==> src/rtl/mem_tg_cfg_seq.sv <==
`default_nettype none
// ============================================================================
// Module   : mem_tg_cfg_seq
// Brief    : Programs a memory traffic generator over its CSR window, starts
//            it, polls TEST_COMPLETE and collects pass/fail/fail-count.
// Revision : 1.0
// ============================================================================
module mem_tg_cfg_seq #(
    parameter int TG_ADDR_W      = 12,
    parameter int POLL_INTERVAL  = 64,
    parameter int TIMEOUT_CYCLES = 1000000
) (
    input  logic                 clk,
    input  logic                 rst_n,
    input  logic                 start,
    input  logic [31:0]          loop_count,
    input  logic [31:0]          write_count,
    input  logic [31:0]          read_count,
    input  logic [31:0]          burst_length,
    input  logic [63:0]          seq_start_addr,
    output logic                 busy,
    output logic                 done,
    output logic                 pass,
    output logic                 fail,
    output logic                 timeout,
    output logic [31:0]          fail_count,
    output logic [TG_ADDR_W-1:0] tg_address,
    output logic                 tg_write,
    output logic                 tg_read,
    output logic [31:0]          tg_writedata,
    input  logic [31:0]          tg_readdata,
    input  logic                 tg_readdatavalid,
    input  logic                 tg_waitrequest
);

    localparam logic [3:0] c_IDLE  = 4'd0;
    localparam logic [3:0] c_CFG   = 4'd1;
    localparam logic [3:0] c_GO    = 4'd2;
    localparam logic [3:0] c_PWAIT = 4'd3;
    localparam logic [3:0] c_PRD   = 4'd4;
    localparam logic [3:0] c_PRSP  = 4'd5;
    localparam logic [3:0] c_RPASS = 4'd6;
    localparam logic [3:0] c_RFAIL = 4'd7;
    localparam logic [3:0] c_RFCNT = 4'd8;
    localparam logic [3:0] c_DONE  = 4'd9;

    localparam logic [31:0] c_TMO_LIM   = 32'(TIMEOUT_CYCLES);
    localparam logic [31:0] c_POLL_LAST = 32'(POLL_INTERVAL - 1);

    logic [3:0]           r_state;
    logic [2:0]           r_idx;
    logic [31:0]          r_loop_count;
    logic [31:0]          r_write_count;
    logic [31:0]          r_read_count;
    logic [31:0]          r_burst_length;
    logic [63:0]          r_seq_addr;
    logic [31:0]          r_poll_cnt;
    logic [31:0]          r_tmo_cnt;
    logic                 r_tmo_run;
    logic                 r_rd_wait;
    logic                 r_pass;
    logic                 r_fail;
    logic                 r_timeout;
    logic [31:0]          r_fail_count;
    logic                 r_tg_write;
    logic                 r_tg_read;
    logic [TG_ADDR_W-1:0] r_tg_address;
    logic [31:0]          r_tg_writedata;

    logic [11:0]          w_cfg_addr;
    logic [31:0]          w_cfg_data;
    logic [11:0]          w_res_addr;
    logic                 w_tmo_hit;

    always_comb begin
        w_cfg_addr = 12'h008;
        w_cfg_data = r_loop_count;
        case (r_idx)
            3'd0: begin w_cfg_addr = 12'h008; w_cfg_data = r_loop_count;       end
            3'd1: begin w_cfg_addr = 12'h00C; w_cfg_data = r_write_count;      end
            3'd2: begin w_cfg_addr = 12'h010; w_cfg_data = r_read_count;       end
            3'd3: begin w_cfg_addr = 12'h01C; w_cfg_data = r_burst_length;     end
            3'd4: begin w_cfg_addr = 12'h040; w_cfg_data = r_seq_addr[31:0];   end
            3'd5: begin w_cfg_addr = 12'h044; w_cfg_data = r_seq_addr[63:32];  end
            3'd6: begin w_cfg_addr = 12'h078; w_cfg_data = r_seq_addr[31:0];   end
            3'd7: begin w_cfg_addr = 12'h07C; w_cfg_data = r_seq_addr[63:32];  end
        endcase
    end

    always_comb begin
        w_res_addr = 12'h088;
        if (r_state == c_RFAIL) w_res_addr = 12'h08C;
        if (r_state == c_RFCNT) w_res_addr = 12'h090;
    end

    // The counter saturates, so once the limit is reached this stays true.
    assign w_tmo_hit = r_tmo_run && (r_tmo_cnt >= c_TMO_LIM);

    always_ff @(posedge clk) begin
        if (!rst_n) begin
            r_state        <= c_IDLE;
            r_idx          <= '0;
            r_loop_count   <= '0;
            r_write_count  <= '0;
            r_read_count   <= '0;
            r_burst_length <= '0;
            r_seq_addr     <= '0;
            r_poll_cnt     <= '0;
            r_tmo_cnt      <= '0;
            r_tmo_run      <= 1'b0;
            r_rd_wait      <= 1'b0;
            r_pass         <= 1'b0;
            r_fail         <= 1'b0;
            r_timeout      <= 1'b0;
            r_fail_count   <= '0;
            r_tg_write     <= 1'b0;
            r_tg_read      <= 1'b0;
            r_tg_address   <= '0;
            r_tg_writedata <= '0;
        end else begin
            if (r_tmo_run && (r_tmo_cnt != 32'hFFFF_FFFF)) r_tmo_cnt <= r_tmo_cnt + 32'd1;
            case (r_state)
                c_IDLE: begin
                    if (start) begin
                        r_loop_count   <= loop_count;
                        r_write_count  <= write_count;
                        r_read_count   <= read_count;
                        r_burst_length <= burst_length;
                        r_seq_addr     <= seq_start_addr;
                        r_pass         <= 1'b0;
                        r_fail         <= 1'b0;
                        r_timeout      <= 1'b0;
                        r_fail_count   <= '0;
                        r_idx          <= '0;
                        r_state        <= c_CFG;
                    end
                end
                c_CFG: begin
                    if (!r_tg_write) begin
                        r_tg_write     <= 1'b1;
                        r_tg_address   <= TG_ADDR_W'(w_cfg_addr);
                        r_tg_writedata <= w_cfg_data;
                    end else if (!tg_waitrequest) begin
                        r_tg_write <= 1'b0;
                        r_idx      <= r_idx + 3'd1;
                        if (r_idx == 3'd7) r_state <= c_GO;
                    end
                end
                c_GO: begin
                    if (!r_tg_write) begin
                        r_tg_write     <= 1'b1;
                        r_tg_address   <= TG_ADDR_W'(12'h004);
                        r_tg_writedata <= 32'd1;
                    end else if (!tg_waitrequest) begin
                        r_tg_write <= 1'b0;
                        r_tmo_cnt  <= '0;
                        r_tmo_run  <= 1'b1;
                        r_poll_cnt <= '0;
                        r_state    <= c_PWAIT;
                    end
                end
                c_PWAIT: begin
                    if (w_tmo_hit) begin
                        r_timeout <= 1'b1;
                        r_tmo_run <= 1'b0;
                        r_state   <= c_DONE;
                    end else if (r_poll_cnt == c_POLL_LAST) begin
                        r_poll_cnt <= '0;
                        r_state    <= c_PRD;
                    end else begin
                        r_poll_cnt <= r_poll_cnt + 32'd1;
                    end
                end
                c_PRD: begin
                    if (!r_tg_read) begin
                        if (w_tmo_hit) begin
                            r_timeout <= 1'b1;
                            r_tmo_run <= 1'b0;
                            r_state   <= c_DONE;
                        end else begin
                            r_tg_read    <= 1'b1;
                            r_tg_address <= TG_ADDR_W'(12'h0A8);
                        end
                    end else if (!tg_waitrequest) begin
                        r_tg_read <= 1'b0;
                        r_state   <= c_PRSP;
                    end
                end
                c_PRSP: begin
                    // A poll in flight at the limit is drained; its completion bit is ignored.
                    if (tg_readdatavalid) begin
                        if (w_tmo_hit) begin
                            r_timeout <= 1'b1;
                            r_tmo_run <= 1'b0;
                            r_state   <= c_DONE;
                        end else if (tg_readdata[0]) begin
                            r_tmo_run <= 1'b0;
                            r_state   <= c_RPASS;
                        end else begin
                            r_state <= c_PWAIT;
                        end
                    end
                end
                c_RPASS, c_RFAIL, c_RFCNT: begin
                    if (!r_rd_wait) begin
                        if (!r_tg_read) begin
                            r_tg_read    <= 1'b1;
                            r_tg_address <= TG_ADDR_W'(w_res_addr);
                        end else if (!tg_waitrequest) begin
                            r_tg_read <= 1'b0;
                            r_rd_wait <= 1'b1;
                        end
                    end else if (tg_readdatavalid) begin
                        r_rd_wait <= 1'b0;
                        if (r_state == c_RPASS) begin
                            r_pass  <= tg_readdata[0];
                            r_state <= c_RFAIL;
                        end else if (r_state == c_RFAIL) begin
                            r_fail  <= tg_readdata[0];
                            r_state <= c_RFCNT;
                        end else begin
                            r_fail_count <= tg_readdata;
                            r_state      <= c_DONE;
                        end
                    end
                end
                c_DONE: begin
                    r_state <= c_IDLE;
                end
                default: begin
                    r_state <= c_IDLE;
                end
            endcase
        end
    end

    assign busy         = (r_state != c_IDLE) && (r_state != c_DONE);
    assign done         = (r_state == c_DONE);
    assign pass         = r_pass;
    assign fail         = r_fail;
    assign timeout      = r_timeout;
    assign fail_count   = r_fail_count;
    assign tg_address   = r_tg_address;
    assign tg_write     = r_tg_write;
    assign tg_read      = r_tg_read;
    assign tg_writedata = r_tg_writedata;

endmodule
`default_nettype wire

==> config.mk <==
export PLATFORM = sky130hd
export DESIGN_NAME = mem_tg_cfg_seq
export DESIGN_NICKNAME = d
export VERILOG_FILES = /design/src/rtl/mem_tg_cfg_seq.sv
export SDC_FILE = /design/constraint.sdc
export NUM_CORES = 1
export LEC_CHECK = 0
export BUFFER_PORTS_ARGS = -buffer_cell sky130_fd_sc_hd__buf_2
export CELL_PAD_IN_SITES_DETAIL_PLACEMENT = 1
export CELL_PAD_IN_SITES_GLOBAL_PLACEMENT = 2
export CORE_MARGIN = 1.5
export CORE_UTILIZATION = 34
export DETAILED_ROUTE_END_ITERATION = 6
export GPL_TIMING_DRIVEN = 0
export PLACE_DENSITY_LB_ADDON = 0.1
export SYNTH_ARGS = -nofsm -noshare
export SYNTH_HDL_FRONTEND = slang
export SYNTH_SLANG_ARGS = --single-unit
export TNS_END_PERCENT = 5
==> constraint.sdc <==
create_clock -name clk -period 5.5 [get_ports clk]
set_input_delay 1.375 -clock clk [delete_from_list [all_inputs] [get_ports clk]]
set_output_delay 1.375 -clock clk [all_outputs]
set_load 0.02 [all_outputs]
==> impl_results.rst <==
.. list-table::
   :header-rows: 1

   * - Metric
     - Value
   * - Wire length of the first global-routing pass
     - roughly 86000 um
   * - Setup repair bufs after CTS
     - 0
   * - Period Utilization, post-route
     - 0.695
   * - Share of the synthesized area in the top cell type
     - 0.465
   * - Max-slew violation total from the final report
     - 0
   * - Outcome
     - finished, violations left
   * - Highest Clock Rate
     - roughly 260 MHz
   * - Total power per unit cell area
     - ~430 mW/mm^2
   * - Post-synthesis sequential area ratio
     - 0.465
   * - Diode insertion count for antenna repair
     - 0
   * - Classification of the worst setup path
     - flip-flop to output pin
   * - Overflow after GRT
     - 0
   * - Port Buf Inserts
     - 305
   * - Clk_skew
     - roughly 18 ps
   * - Std cell rows
     - 75
   * - Fill cell instance count of the final layout
     - 5285
   * - Drt wl/cell
     - 20.4 um
   * - Proportion of synthesized flip-flops having asynchronous set or reset
     - 0
   * - Leakage Power
     - 0.00672 uW
   * - First-pass iteration count of the detailed router
     - 7
   * - Critical path launch point type
     - flip-flop
   * - Critical Path Fanout Max
     - 10
   * - Post-synth EDFFs
     - 0
   * - Maximum number of pins on one net before global-route repair
     - 12
   * - Global placement routability congestion
     - 0.880
   * - YS warnings
     - 0
   * - Estimated wirelength of the detail-placed design
     - roughly 43000 um
   * - Post-synthesis compound-gate area fraction
     - 0.206
   * - Most frequently used flop master after synthesis
     - dfxtp_1
   * - Cell count after synthesis
     - about 1.9k
   * - Deepest level of the CTS H-tree
     - 2
   * - Share of post-route cells with drive strength above 1
     - 0.180
   * - CTS Sinks
     - 340
   * - Aggregate global-route resource usage
     - 0.252
   * - Number of different library cells in the post-synthesis netlist
     - 74
   * - Count of hold buffers inserted by post-cts repair
     - 0
   * - Area taken by multi-input logic gates
     - approximately 0.007 mm^2
   * - Setup repair after global routing missed its margin
     - no
   * - CTS clk-pin slew, worst paths
     - around 50 ps
   * - Dominant combinational cell family by area after synthesis
     - simple AND/OR/NAND/NOR gates
   * - Violated checks
     - DRC
   * - Total standard cell area after synthesis
     - between 0.01 and 0.015 mm^2
   * - XOR/XNOR Fraction of Synth Area
     - 0.0287
   * - CTS root buf
     - clkbuf_16
   * - Synth Area per Inst
     - around 7.9 um^2
   * - Die outline width
     - about 210 um
   * - Post-route ant nets
     - 0
   * - Ports placed on the boundary
     - about 310
   * - Hold crit path type
     - flip-flop to flip-flop
   * - Area added between synthesis and finish
     - 24.2%
   * - Setup Total Neg Slack
     - 0 ps
   * - TritonCTS clock tree
     - done
   * - Clock latency reported for the late side of the worst-skew pair
     - around 570 ps
   * - Final Setup Violations
     - 0
   * - Antenna violations before repair
     - 4
   * - Resized cells post-CTS
     - 0
   * - Normalized max-slew margin
     - 0.397
   * - Routed vias
     - around 15k
   * - Num CTS Buffers
     - 41
   * - Via count of the first global-routing pass
     - about 15k
   * - Effective utilization at floorplan
     - 0.347
   * - Residual DRC
     - 7
   * - Area fraction in and, or, nand and nor cells after synthesis
     - 0.246
   * - Vias per cell
     - between 5 and 6
   * - Storage element area
     - around 0.007 mm^2
   * - Area share of fa/ha/maj cells after synthesis
     - 0.00769
   * - DIE HEIGHT
     - 210 um
   * - Multiplexer share of the synthesized area
     - 0.00205
   * - Iter 0 DRT Violations
     - between 900 and 1k
   * - Placed cells
     - between 2k and 3k
   * - Area of the die
     - about 0.044 mm^2
   * - Arrival time reported for the critical path endpoint
     - around 2500 ps
   * - Library cell occupying the most area in the post-synthesis netlist
     - dfxtp_1
   * - Final layout net count
     - between 2k and 2.5k
   * - Tmin final
     - around 3800 ps
   * - Commonest cells in the netlist
     - 475 x nand2_1, 340 x dfxtp_1, 296 x a21oi_1
   * - Measured slew at the worst slew-check pin
     - approximately 900 ps
   * - Critical Path Sink Type
     - output pin
   * - Worst ir drop on vdd
     - about 0.21 mV
   * - WP data required
     - a little over 4000 ps
   * - Cell types occupying the most area after synthesis
     - dfxtp_1 47%, nand2_1 12%, a21oi_1 10%, nand3_1 3.0%, clkbuf_1 2.9%
   * - Register bit total from synthesis
     - 340
   * - Total core area
     - roughly 0.042 mm^2
   * - Maximum root-to-sink buffer count
     - 3
   * - Number of violations of the max-capacitance limit
     - 0
   * - Final cell count without fillers
     - 2773
   * - Sum of routed wire length over all layers
     - approximately 57000 um
   * - Most used standard cell by instance count after synthesis
     - nand2_1
   * - Final hold vios
     - 0
   * - Worst hold slack
     - ~450 ps
## path summary, 6_finish.rpt
check	start	to	slack [ps]	depth (start not counted)
setup / recovery	r_state[0]	busy	1680	5
hold / removal	tg_writedata[24]	tg_writedata[24]	450	2
setup reg to reg	r_state[0]	tg_writedata[21]	2540	7
hold reg to reg	tg_writedata[24]	tg_writedata[24]	450	2
## layout by cell type, fill, tap and decap left out, drive strengths merged, types with 3 or more instances in the layout
master   Yosys  layout
nor4b        4       4
nor2b        8       8
a222oi      33      33
o31ai        8       8
ha           9       9
and3         7       7
a31oi        6       6
xor2        29      29
nor3        19      19
clkinv       1       5
a21oi      296     296
or3         17      17
o211ai      36      36
o21ai       28      28
and2         4       4
nand4       17      17
dfxtp      340     340
nand3b       4       4
o22ai        4       4
xnor2       19      19
o2111ai      6       6
clkbuf     115     182
mux2i        3       3
a2111oi      5       5
conb         1       6
nand2      477     477
and4         4       4
o21a         5       5
nor2        86      86
nor4        15      15
a22oi       32      32
nand2b      39      39
nand3       89      89
inv         19      20
or4          8       8
buf         27     332
a211oi       3       3
o211a        3       3
nor3b        3       3
## kinds of logic after synthesis
kind of cell,Yosys count
muxes,3
other,1
AOI/OAI and AO/OA,483
and+or+nand+nor,806
xor gates and xnor gates,48
adders and majority gates,9
buffers and inverters,162
DFF,340
## worst max-delay path: stages (launching register included)
cell and delay (ps):
dfxtp_1 430, buf_4 210, clkbuf_1 400, nor2_1 140, o21ai_0 440, buf_2 260
## where the power goes
part           internal (uW)  total [uW]  switching, uW
Sequential              2810        3020            214
Clock                   1590        2670           1080
Combinational            626        2110           1490
## routing by layer
metal	up-vias	wire, um	GRT usage
li1	7173	-	-
met1	7108	26100	0.335
met4	6	1730	0.0894
met5	-	42	0
met2	401	25900	0.413
met3	101	2870	0.0393
## cell type report
type / instances / area share
Clock buffer: 67 / 0.0708
Timing Repair Buffer: 305 / 0.0840
Sequential cell: 340 / 0.375
Buffer: 142 / 0.0319
Inverter: 20 / 0.00413
Tap cell: 539 / 0.0371
Multi-Input combinational cell: 1355 / 0.396
Clock inverter: 5 / 0.00158
## sequential cells by signal, indices dropped and copies added, names as in the netlist, 3 cells and up
register        flops
r_tmo_cnt          32
fail_count         32
r_state             4
tg_writedata       32
r_seq_addr         64
r_loop_count       32
r_poll_cnt         32
r_write_count      32
r_read_count       32
r_idx               3
tg_address          6
r_burst_length     32
## through the flow
stage / worst slack (ps) / instance area (um^2) / power (uW) / util
global route: 1610 / 18200 / 8210 / 0.430
detailed placement: 1820 / 16900 / 5180 / 0.399
finish: 1680 / 18200 / 7800 / 0.430
global placement: 1810 / 16900 / 5140 / 0.399
floorplan: 2690 / 14700 / 4340 / -
CTS: 1700 / 18200 / 7870 / 0.430
No activity file was read; power rests on OpenSTA's default activity.
